[src/rtl/result_streamer_if.sv]
// Result streamer bus: the result RAM read port plus the UART TX
// START/BUSY/DATA handshake. The streamer drives it through the master
// modport. The RAM and UART TX side, or a bench, uses the slave modport.
interface result_streamer_if #(
    parameter int ADDR_W = 10,
    parameter int DATA_W = 40
);
    logic              rd_en;
    logic [ADDR_W-1:0] rd_address;
    logic [DATA_W-1:0] rd_data;
    logic [7:0]        TX_DATA;
    logic              TX_START;
    logic              TX_BUSY;

    modport master (
        output rd_en,
        output rd_address,
        input  rd_data,
        output TX_DATA,
        output TX_START,
        input  TX_BUSY
    );

    modport slave (
        input  rd_en,
        input  rd_address,
        output rd_data,
        input  TX_DATA,
        input  TX_START,
        output TX_BUSY
    );
endinterface

[src/rtl/result_streamer.sv]
// Result streamer: reads wide filter results from the result RAM and sends
// them byte-wise to the UART TX core, LSB byte first. An optional sync
// header byte can precede word 0 of each frame. Every output is a flop.
// Each output is computed from the next state, so it lines up with the
// state it belongs to.
module result_streamer #(
    parameter int         ADDR_W       = 10,
    parameter int         NUM_WORDS    = 1024,
    parameter int         BYTES_PER_WD = 5,
    parameter int         RD_LAT       = 2,
    parameter bit         HEADER_EN    = 1'b1,
    parameter logic [7:0] SYNC_BYTE    = 8'hA5,
    parameter int         ACK_TIMEOUT  = 16
) (
    input  logic              CLOCK_50,
    input  logic              RST_N,
    input  logic              TX_EN,
    input  logic              ABORT,
    output logic              ACTIVE,
    output logic              DONE,
    output logic              ERR,
    result_streamer_if.master bus
);

    localparam int DATA_W = 8 * BYTES_PER_WD;
    localparam int BCNT_W = (BYTES_PER_WD > 1) ? $clog2(BYTES_PER_WD) : 1;
    localparam int LAT_W  = (RD_LAT > 1) ? $clog2(RD_LAT) : 1;
    localparam int ACK_W  = (ACK_TIMEOUT > 1) ? $clog2(ACK_TIMEOUT) : 1;

    localparam logic [BCNT_W-1:0] LAST_BYTE = BCNT_W'(BYTES_PER_WD - 1);
    localparam logic [LAT_W-1:0]  LAST_LAT  = LAT_W'(RD_LAT - 1);
    localparam logic [ACK_W-1:0]  LAST_ACK  = ACK_W'(ACK_TIMEOUT - 1);
    localparam logic [ADDR_W-1:0] LAST_ADDR = ADDR_W'(NUM_WORDS - 1);

    typedef enum logic [2:0] {
        S_IDLE,
        S_HDR,
        S_FETCH,
        S_WAIT_RD,
        S_SEND,
        S_WAIT_ACK,
        S_WAIT_DONE,
        S_NEXT
    } state_t;

    state_t              state_q,      state_d;
    logic [ADDR_W-1:0]   rd_address_q, rd_address_d;
    logic [DATA_W-1:0]   sreg_q,       sreg_d;
    logic [BCNT_W-1:0]   byte_cnt_q,   byte_cnt_d;
    logic [LAT_W-1:0]    lat_cnt_q,    lat_cnt_d;
    logic [ACK_W-1:0]    ack_cnt_q,    ack_cnt_d;
    // Set while the sync header byte is in flight. The NEXT state then
    // moves on to word 0 without advancing the address.
    logic                hdr_q,        hdr_d;
    logic                rd_en_q,      rd_en_d;
    logic                tx_start_q,   tx_start_d;
    logic [7:0]          tx_data_q,    tx_data_d;
    logic                active_q,     active_d;
    logic                done_q,       done_d;
    logic                err_q,        err_d;

    // Next-state, datapath and registered-output computation for the FSM.
    always_comb begin
        // NOTE: every signal assigned below gets a default here first, so no
        // path through the case statement can leave a latch behind.
        state_d      = state_q;
        rd_address_d = rd_address_q;
        sreg_d       = sreg_q;
        byte_cnt_d   = byte_cnt_q;
        lat_cnt_d    = lat_cnt_q;
        ack_cnt_d    = ack_cnt_q;
        hdr_d        = hdr_q;
        err_d        = err_q;
        done_d       = 1'b0;

        if (ABORT) begin
            // ABORT overrides everything. In IDLE it only stops a frame from
            // starting. A byte already handed to the UART still finishes in
            // the TX core.
            state_d      = S_IDLE;
            rd_address_d = '0;
            hdr_d        = 1'b0;
        end else begin
            case (state_q)
                S_IDLE: begin
                    if (TX_EN && !bus.TX_BUSY) begin
                        err_d        = 1'b0;
                        rd_address_d = '0;
                        hdr_d        = HEADER_EN;
                        state_d      = HEADER_EN ? S_HDR : S_FETCH;
                    end
                end
                S_HDR: begin
                    // The header is sent as a one-byte "word". byte_cnt starts
                    // at the last index, so WAIT_DONE goes straight to NEXT.
                    sreg_d     = DATA_W'(SYNC_BYTE);
                    byte_cnt_d = LAST_BYTE;
                    state_d    = S_SEND;
                end
                S_FETCH: begin
                    lat_cnt_d = '0;
                    state_d   = S_WAIT_RD;
                end
                S_WAIT_RD: begin
                    // rd_data is sampled only on the last latency cycle.
                    if (lat_cnt_q == LAST_LAT) begin
                        sreg_d     = bus.rd_data;
                        byte_cnt_d = '0;
                        state_d    = S_SEND;
                    end else begin
                        lat_cnt_d = lat_cnt_q + LAT_W'(1);
                    end
                end
                S_SEND: begin
                    ack_cnt_d = '0;
                    state_d   = S_WAIT_ACK;
                end
                S_WAIT_ACK: begin
                    if (bus.TX_BUSY) begin
                        state_d = S_WAIT_DONE;
                    end else if (ack_cnt_q == LAST_ACK) begin
                        // The UART never acknowledged. Drop the frame and flag
                        // it. DONE does not pulse.
                        err_d        = 1'b1;
                        rd_address_d = '0;
                        hdr_d        = 1'b0;
                        state_d      = S_IDLE;
                    end else begin
                        ack_cnt_d = ack_cnt_q + ACK_W'(1);
                    end
                end
                S_WAIT_DONE: begin
                    if (!bus.TX_BUSY) begin
                        sreg_d = sreg_q >> 8;
                        if (byte_cnt_q == LAST_BYTE) begin
                            state_d = S_NEXT;
                        end else begin
                            byte_cnt_d = byte_cnt_q + BCNT_W'(1);
                            state_d    = S_SEND;
                        end
                    end
                end
                S_NEXT: begin
                    if (hdr_q) begin
                        hdr_d   = 1'b0;
                        state_d = S_FETCH;
                    end else if (rd_address_q == LAST_ADDR) begin
                        // The address wraps to 0 only here, at the end of a
                        // frame, so it never passes NUM_WORDS-1.
                        done_d       = 1'b1;
                        rd_address_d = '0;
                        state_d      = S_IDLE;
                    end else begin
                        rd_address_d = rd_address_q + ADDR_W'(1);
                        state_d      = S_FETCH;
                    end
                end
                default: begin
                    state_d      = S_IDLE;
                    rd_address_d = '0;
                    hdr_d        = 1'b0;
                end
            endcase
        end

        // Outputs are decoded from the next state, so the registered copies
        // are valid during the state they belong to.
        rd_en_d    = (state_d == S_FETCH);
        tx_start_d = (state_d == S_SEND);
        active_d   = (state_d != S_IDLE);
        // TX_DATA changes only when a new byte is launched. It therefore
        // stays stable from TX_START until BUSY falls.
        tx_data_d  = (state_d == S_SEND) ? sreg_d[7:0] : tx_data_q;
    end

    // State and output registers with asynchronous active-low reset.
    always_ff @(posedge CLOCK_50 or negedge RST_N) begin
        if (!RST_N) begin
            state_q      <= S_IDLE;
            rd_address_q <= '0;
            sreg_q       <= '0;
            byte_cnt_q   <= '0;
            lat_cnt_q    <= '0;
            ack_cnt_q    <= '0;
            hdr_q        <= 1'b0;
            rd_en_q      <= 1'b0;
            tx_start_q   <= 1'b0;
            tx_data_q    <= '0;
            active_q     <= 1'b0;
            done_q       <= 1'b0;
            err_q        <= 1'b0;
        end else begin
            // NOTE: non-blocking assignments make every flop take its value
            // from the same pre-edge snapshot, independent of statement order.
            state_q      <= state_d;
            rd_address_q <= rd_address_d;
            sreg_q       <= sreg_d;
            byte_cnt_q   <= byte_cnt_d;
            lat_cnt_q    <= lat_cnt_d;
            ack_cnt_q    <= ack_cnt_d;
            hdr_q        <= hdr_d;
            rd_en_q      <= rd_en_d;
            tx_start_q   <= tx_start_d;
            tx_data_q    <= tx_data_d;
            active_q     <= active_d;
            done_q       <= done_d;
            err_q        <= err_d;
        end
    end

    assign bus.rd_en      = rd_en_q;
    assign bus.rd_address = rd_address_q;
    assign bus.TX_DATA    = tx_data_q;
    assign bus.TX_START   = tx_start_q;
    assign ACTIVE         = active_q;
    assign DONE           = done_q;
    assign ERR            = err_q;

endmodule

[src/flat_wrapper.sv]
// flat-port wrapper written by rule: the top's interface ports become plain ports
module result_streamer_flat 
#(
    parameter int         ADDR_W       = 10,
    parameter int         NUM_WORDS    = 1024,
    parameter int         BYTES_PER_WD = 5,
    parameter int         RD_LAT       = 2,
    parameter bit         HEADER_EN    = 1'b1,
    parameter logic [7:0] SYNC_BYTE    = 8'hA5,
    parameter int         ACK_TIMEOUT  = 16
)
  (CLOCK_50, RST_N, TX_EN, ABORT, ACTIVE, DONE, ERR, bus_rd_en, bus_rd_address, bus_rd_data, bus_TX_DATA, bus_TX_START, bus_TX_BUSY);
  result_streamer_if #(.ADDR_W(ADDR_W), .DATA_W((40))) bus_i ();
  input  logic CLOCK_50;
  input  logic RST_N;
  input  logic TX_EN;
  input  logic ABORT;
  output logic ACTIVE;
  output logic DONE;
  output logic ERR;
  output wire logic [$bits(bus_i.rd_en)-1:0] bus_rd_en;
  output wire logic [$bits(bus_i.rd_address)-1:0] bus_rd_address;
  input wire logic [$bits(bus_i.rd_data)-1:0] bus_rd_data;
  output wire logic [$bits(bus_i.TX_DATA)-1:0] bus_TX_DATA;
  output wire logic [$bits(bus_i.TX_START)-1:0] bus_TX_START;
  input wire logic [$bits(bus_i.TX_BUSY)-1:0] bus_TX_BUSY;
  assign bus_rd_en = bus_i.rd_en;
  assign bus_rd_address = bus_i.rd_address;
  assign bus_i.rd_data = bus_rd_data;
  assign bus_TX_DATA = bus_i.TX_DATA;
  assign bus_TX_START = bus_i.TX_START;
  assign bus_i.TX_BUSY = bus_TX_BUSY;
  result_streamer #(.ADDR_W(ADDR_W), .NUM_WORDS(NUM_WORDS), .BYTES_PER_WD(BYTES_PER_WD), .RD_LAT(RD_LAT), .HEADER_EN(HEADER_EN), .SYNC_BYTE(SYNC_BYTE), .ACK_TIMEOUT(ACK_TIMEOUT)) u_core (.CLOCK_50(CLOCK_50), .RST_N(RST_N), .TX_EN(TX_EN), .ABORT(ABORT), .ACTIVE(ACTIVE), .DONE(DONE), .ERR(ERR), .bus(bus_i));
endmodule
[config.mk]
export PLATFORM = sky130hd
export DESIGN_NAME = result_streamer_flat
export DESIGN_NICKNAME = d
export VERILOG_FILES = /design/src/rtl/result_streamer_if.sv /design/src/rtl/result_streamer.sv /design/src/flat_wrapper.sv
export SDC_FILE = /design/constraint.sdc
export NUM_CORES = 1
export LEC_CHECK = 0
export ABC_CLOCK_PERIOD_IN_PS = 2750
export BUFFER_PORTS_ARGS = -buffer_cell sky130_fd_sc_hd__buf_2
export CORE_MARGIN = 2
export CORE_UTILIZATION = 55
export CTS_CLUSTER_SIZE = 8
export DETAILED_ROUTE_END_ITERATION = 12
export GPL_ROUTABILITY_DRIVEN = 1
export PLACE_DENSITY = 0.79
export SLEW_MARGIN = 20
export SYNTH_ARGS = -nofsm -noshare
export SYNTH_HDL_FRONTEND = slang
export SYNTH_SLANG_ARGS = --single-unit
[constraint.sdc]
create_clock -name CLOCK_50 -period 2.75 [get_ports CLOCK_50]
set_input_delay 0.1375 -clock CLOCK_50 [delete_from_list [all_inputs] [get_ports CLOCK_50]]
set_output_delay 0.1375 -clock CLOCK_50 [all_outputs]
set_load 0.01 [all_outputs]
=== Yosys cells after proc, flatten, opt, wreduce, memory -nomap -nowiden ===
Index checks and enable logic that the tools add are counted.

* Add/subtract/negate cells: 4
* $mul: 0
* Divide/modulo/power cells: 0
* Magnitude comparators: 0
* Equal/unequal tests: 23
* Shifts and indexed selects: 0
* Multiplexer cells: 43
* Bitwise logic cells: 1
* Reduce and logical (&&, ||, !) cells: 16

{| class="wikitable"
|+ Operators with widths
! cell !! number
|-
| $pmux W40 S3 || 1
|-
| $mux W40 || 2
|-
| $mux W10 || 6
|-
| $mux W3 || 10
|-
| $pmux W10 S3 || 1
|-
| $pmux W3 S8 || 1
|-
| $eq A3 B3 Y1 const B || 6
|-
| $reduce_and A5 Y1 || 3
|-
| $mux W1 || 12
|-
| $reduce_and A4 Y1 || 3
|-
| $add A10 B1 Y10 const B || 1
|-
| $eq A10 B10 Y1 const B || 1
|-
| $eq A3 B2 Y1 const B || 3
|-
| $pmux W3 S3 || 1
|-
| $mux W4 || 2
|-
| $mux W8 || 1
|-
| $ne A2 B2 Y1 const B || 4
|-
| $pmux W4 S2 || 1
|-
| $ne A2 B1 Y1 const B || 3
|-
| $ne A3 B2 Y1 const B || 2
|-
| $ne A3 B3 Y1 const B || 2
|-
| $reduce_bool A2 Y1 || 3
|-
| $reduce_bool A3 Y1 || 2
|-
| $add A4 B1 Y4 const B || 1
|-
| 13 further kinds || 15
|}

* Register bits after elaboration: 75
* Latch bits: 0
* Bits in writable memories: 0
* ROM bits: 0
* Input bits: 45
* Logic and storage cells: 101
* Memories: 0

=== Logic depth before layout (Yosys ltp) ===
* Word-level depth: 6
* Depth in mapped cells: 9
* Gate-level depth less buffers: 7

=== Worst setup path after synthesis ===
No wires, ideal clock.

* Path type: register to register
* Start point: register u_core.rd_address_q[0] (netlist: u_core.bus.rd_address[0])
* End point: register u_core.active_q (netlist: u_core.ACTIVE)
* Setup time: 0.131 ns
* Arrival: 1.851 ns
* Required time: 2.619 ns
* Setup slack: 0.767 ns
* Stages on the path, launching flop included: 7
* Period minus slack after synthesis: 1.983 ns
* Cell sequence: dfrtp_1 ha_1 nand4_4 or3_4 o21a_1 or2_4 or3_1

* Word-level cells in the longest chain between the ends: 6

{| class="wikitable"
|+ Ends and longest elaborated chain
! item !! RTL line !! text
|-
| start: declaration || result_streamer.sv:47 || <nowiki>logic [ADDR_W-1:0] rd_address_q, rd_address_d;</nowiki>
|-
| start signal: assignment || result_streamer.sv:196 || <nowiki>rd_address_q <= rd_address_d;</nowiki>
|-
| $eq A10 B10 Y1 || result_streamer.sv:147 || <nowiki>end else if (rd_address_q == LAST_ADDR) begin</nowiki>
|-
| $mux W2 || result_streamer.sv:147 ||
|-
| $mux W3 || result_streamer.sv:144 || <nowiki>if (hdr_q) begin</nowiki>
|-
| $pmux W3 S8 || result_streamer.sv:84 || <nowiki>case (state_q)</nowiki>
|-
| $mux W3 || result_streamer.sv:76 || <nowiki>if (ABORT) begin</nowiki>
|-
| named net u_core.state_d[1] || result_streamer.sv:46 || <nowiki>state_t state_q, state_d;</nowiki>
|-
| $reduce_bool A3 Y1 || result_streamer.sv:170 || <nowiki>active_d = (state_d != S_IDLE);</nowiki>
|-
| named net u_core.active_d || result_streamer.sv:58 || <nowiki>logic active_q, active_d;</nowiki>
|-
| end signal: assignment || result_streamer.sv:205 || <nowiki>active_q <= active_d;</nowiki>
|-
| end: declaration || result_streamer.sv:58 ||
|}

The timed path passes the listed nets, and every way through them passes these cells.
A chain may end at the register's enable or synchronous reset.

=== Worst setup path after layout ===
* Start point: register u_core.state_q[2]
* End point: register u_core.tx_data_q[1] (netlist: u_core.bus.TX_DATA[1])

* Word-level cells in the longest chain between the ends: 5
* Elaborated cells between the ends (all ways): 18
* Those cells by class: 8 x eq/ne; 9 x mux; 1 x reduce/logical

{| class="wikitable"
|+ Ends and longest elaborated chain
! item !! RTL line !! text
|-
| start: declaration || result_streamer.sv:46 ||
|-
| start signal: assignment || result_streamer.sv:195 || <nowiki>state_q <= state_d;</nowiki>
|-
| $mux W3 || result_streamer.sv:121 || <nowiki>end else if (ack_cnt_q == LAST_ACK) begin</nowiki>
|-
| $mux W3 || result_streamer.sv:119 || <nowiki>if (bus.TX_BUSY) begin</nowiki>
|-
| $pmux W3 S8 || result_streamer.sv:84 ||
|-
| $mux W3 || result_streamer.sv:76 ||
|-
| $eq A3 B3 Y1 || result_streamer.sv:173 || <nowiki>tx_data_d = (state_d == S_SEND) ? sreg_d[7:0] : tx_data_q;</nowiki>
|-
| end signal: assignment || result_streamer.sv:204 || <nowiki>tx_data_q <= tx_data_d;</nowiki>
|-
| end: declaration || result_streamer.sv:57 || <nowiki>logic [7:0] tx_data_q, tx_data_d;</nowiki>
|}

Parallel ways exist; a longest one is shown, timed or not.

==> results.cfg <==
[outcome]
outcome = finished with violations
violations = DRC

[sta]
fin_crit_ns = 2.34
fin_ws_ns = 0.408
clock_skew_ns = 0.0125
rsz0062_at_grt = no
setup_viol = 0
fmax_ghz = 0.427
max-slew-margin-rel_pct = 38.6
drv_slew = 0
worstMarginPinSlew_ns = 0.921
tns_ns = 0
post-route-period-util_pct = 85.2
finalHoldViolations = 0

[clock_tree]
cts_sinks = 75
ctsResizeCount = 0
ctsHtreeMaxLevel = 3
clk-insertion-delay-late_ns = 0.35
path_clk_slew_ns = 0.08
cts_tree = built
numCtsBuffers = 9
cts_root_buf = clkbuf_8
cts.path.max_buffers = 2

[power_and_ir_drop]
power_density_mw_per_mm2 = 571
p_leak_nw = 2.00
sw_frac_of_total_pct = 27.2
fin_total_pwr_mw = 2.40
p_clk_share_pct = 34.6
ir_drop_uv = 300
seq_power_share_pct = 51.1
power.internal_mw = 1.75
p_comb_share_pct = 14.2
switching_power_uw = 652

[critical_path]
arrival_ns = 2.58
crit_type = register to register
cp.required_ns = 2.99
r2r_slack_ns = 0.41
critPathMaxFanout = 16
r2r_cells = 5
r2r_end = u_core.bus.TX_DATA[1]$_DFFE_PN0N_
r2r-start = u_core.state_q[2]$_DFF_PN0_
cp-end-kind = register
cp-start-kind = register

[die]
die_w_um = 85.8
io_pins = 68
start_util_pct = 57.3
core_area_mm2 = 0.00642
dieArea_mm2 = 0.00736
num_rows = 29
dieHeight_um = 85.8

[placement]
gp_congestion = 0.815
port_buffers = 67
dp_slack_ns = 0.427
place_area_mm2 = 0.00400
hpwl_mm = 5.15

[route]
drc = 5
via_count = 2922
antenna_left = 0
drt_wl_total_mm = 7.65
detail_route.wl_per_cell_um = 15.2
drt_pass1_iterations = 11
drt_iter0_markers = 159
avgViaCountPerCell = 5.79

[layout]
final_common_cell = dfrtp_1
finalNetCount = 472
final_cell_area_mm2 = 0.00420
final_cell_mix = dfrtp_1, buf_2, nand2_1
area_growth_pct = 14.3
antenna_cells = 0
drive_gt1_share_pct = 26.6

[hold_path]
whs_path_depth = 3
min-delay-start = bus_rd_data[36]
min_to = u_core.sreg_q[36]$_DFFE_PN0P_
hold_class = input pin to register

[grt]
grt_overflow_total = 0
track_usage_pct = 22.1
grt_max_degree = 76
grt_pass1_wl_mm = 13.0
grt_pass1_vias = 2813
antenna_found_initial = 0

[logic_synthesis]
yosys_warnings = 0
avgSynthCellArea_um2 = 10.2
synth_cell_types = 57
netlist_instances = 362
async_reset_ff_share_pct = 100
synth-seq-area-share_pct = 51.0
yosys_most_used_dff = dfrtp_1
ys_ff_latch = 75
synth_nets = 411
synth-edff-count = 0
syn_area_mm2 = 0.00368

[flow_run]
cap_violations = 0
==> cell type report <==
type | instances | area [um^2]
Clock buffer | 10 | 128
Clock inverter | 6 | 65.1
Tap cell | 77 | 96.3
Timing Repair Buffer | 73 | 385
Multi-Input combinational cell | 257 | 1630
Sequential cell | 75 | 1880
Fill cell | 536 | 2220
Inverter | 7 | 26.3
==> metrics by stage <==
| step | std cells | utilization, % | hold slack [ns] |
|---|---|---|---|
| global route | 505 | 65.5 | 0.0174 |
| finish | 505 | 65.5 | 0.00802 |
| floorplan | 362 | - | -0.158 |
| global placement | 488 | 62.3 | 0.325 |
| detailed placement | 488 | 62.3 | 0.335 |
| CTS | 505 | 65.5 | 0.00118 |
==> registers in the layout, summed over array words and instances, names as in the netlist <==
name and cells:
u_core.ACTIVE 1, u_core.DONE 1, u_core.ERR 1, u_core.ack_cnt_q 4, u_core.bus.TX_DATA 8, u_core.bus.TX_START 1
u_core.bus.rd_address 10, u_core.bus.rd_en 1, u_core.byte_cnt_q 3, u_core.hdr_q 1, u_core.lat_cnt_q 1, u_core.sreg_q 40
u_core.state_q 3
==> per-layer routing <==
metal	GRT usage [%]	up-vias	wire length, um
met5	0	-	0
met4	7.65	0	87
met3	4.81	10	365
met2	34.4	67	3620
met1	31.0	1411	3580
li1	-	1434	-
==> timing repair <==
action / in CTS / in global routing
hold buffers: 1 / 0
hold endpoints to repair: 75 / 0
buffers inserted: 0 / 0
==> worst max-delay path by stage <==
stage	slack, ns	end	startpoint
after floorplan	0.77	u_core.ACTIVE$_DFF_PN0_	u_core.bus.rd_address[0]$_DFFE_PN0P_
after global placement	0.52	u_core.bus.TX_DATA[1]$_DFFE_PN0N_	u_core.state_q[2]$_DFF_PN0_
after detailed placement	0.43	u_core.bus.TX_DATA[1]$_DFFE_PN0N_	u_core.state_q[2]$_DFF_PN0_
after CTS	0.42	u_core.bus.TX_DATA[1]$_DFFE_PN0N_	u_core.state_q[2]$_DFF_PN0_
after global routing	0.27	u_core.sreg_q[31]$_DFFE_PN0P_	u_core.state_q[2]$_DFF_PN0_
final	0.41	u_core.bus.TX_DATA[1]$_DFFE_PN0N_	u_core.state_q[2]$_DFF_PN0_
==> Yosys cell counts (3+ instances only) <==
master | count | area [um^2]
dfrtp_1 | 75 | 1880
a22oi_1 | 29 | 218
o2bb2ai_1 | 8 | 70.1
nor2_1 | 15 | 56.3
o21ai_1 | 11 | 55.1
clkbuf_1 | 10 | 37.5
nand4b_1 | 3 | 26.3
nand2_1 | 62 | 233
a21oi_1 | 14 | 70.1
nand3_1 | 13 | 65.1
buf_2 | 7 | 35.0
inv_1 | 7 | 26.3
nand4_1 | 3 | 18.8
nand2b_1 | 5 | 31.3
ha_1 | 4 | 50.1
mux2_4 | 8 | 120
a31oi_1 | 5 | 31.3
o21ai_0 | 28 | 140
o31ai_1 | 5 | 37.5
mux2_2 | 5 | 56.3
or3_1 | 3 | 18.8
==> power by group through the flow <==
stage / registers [mW] / clock network [mW] / logic (mW)
4_1_cts: 1.23 / 0.843 / 0.345
5_1_grt: 1.24 / 0.896 / 0.378
3_5_place_dp: 1.25 / 0 / 0.343
3_3_place_gp: 1.25 / 0 / 0.330
6_report: 1.23 / 0.831 / 0.342
2_1_floorplan: 1.24 / 0 / 0.222
==> cells by family (layout without fill, tap and decap cells) <==
logic type	count (synthesis)	count (layout)	synth area share (%)
mux	14	14	5.07
fa+ha+maj	4	4	1.36
simple gates	127	127	17.8
compound gates	111	111	19.7
buf+inv	30	96	4.80
flops	75	75	51.0
xor+xnor	1	1	0.238
==> critical path: stages, from the launching register on <==
cell	delay (ns)
dfrtp_1	0.54
and4bb_1	0.39
and3_4	0.24
a211oi_4	0.24
and3b_2	0.46
mux2_2	0.38
No activity file was read; power rests on OpenSTA's default activity.
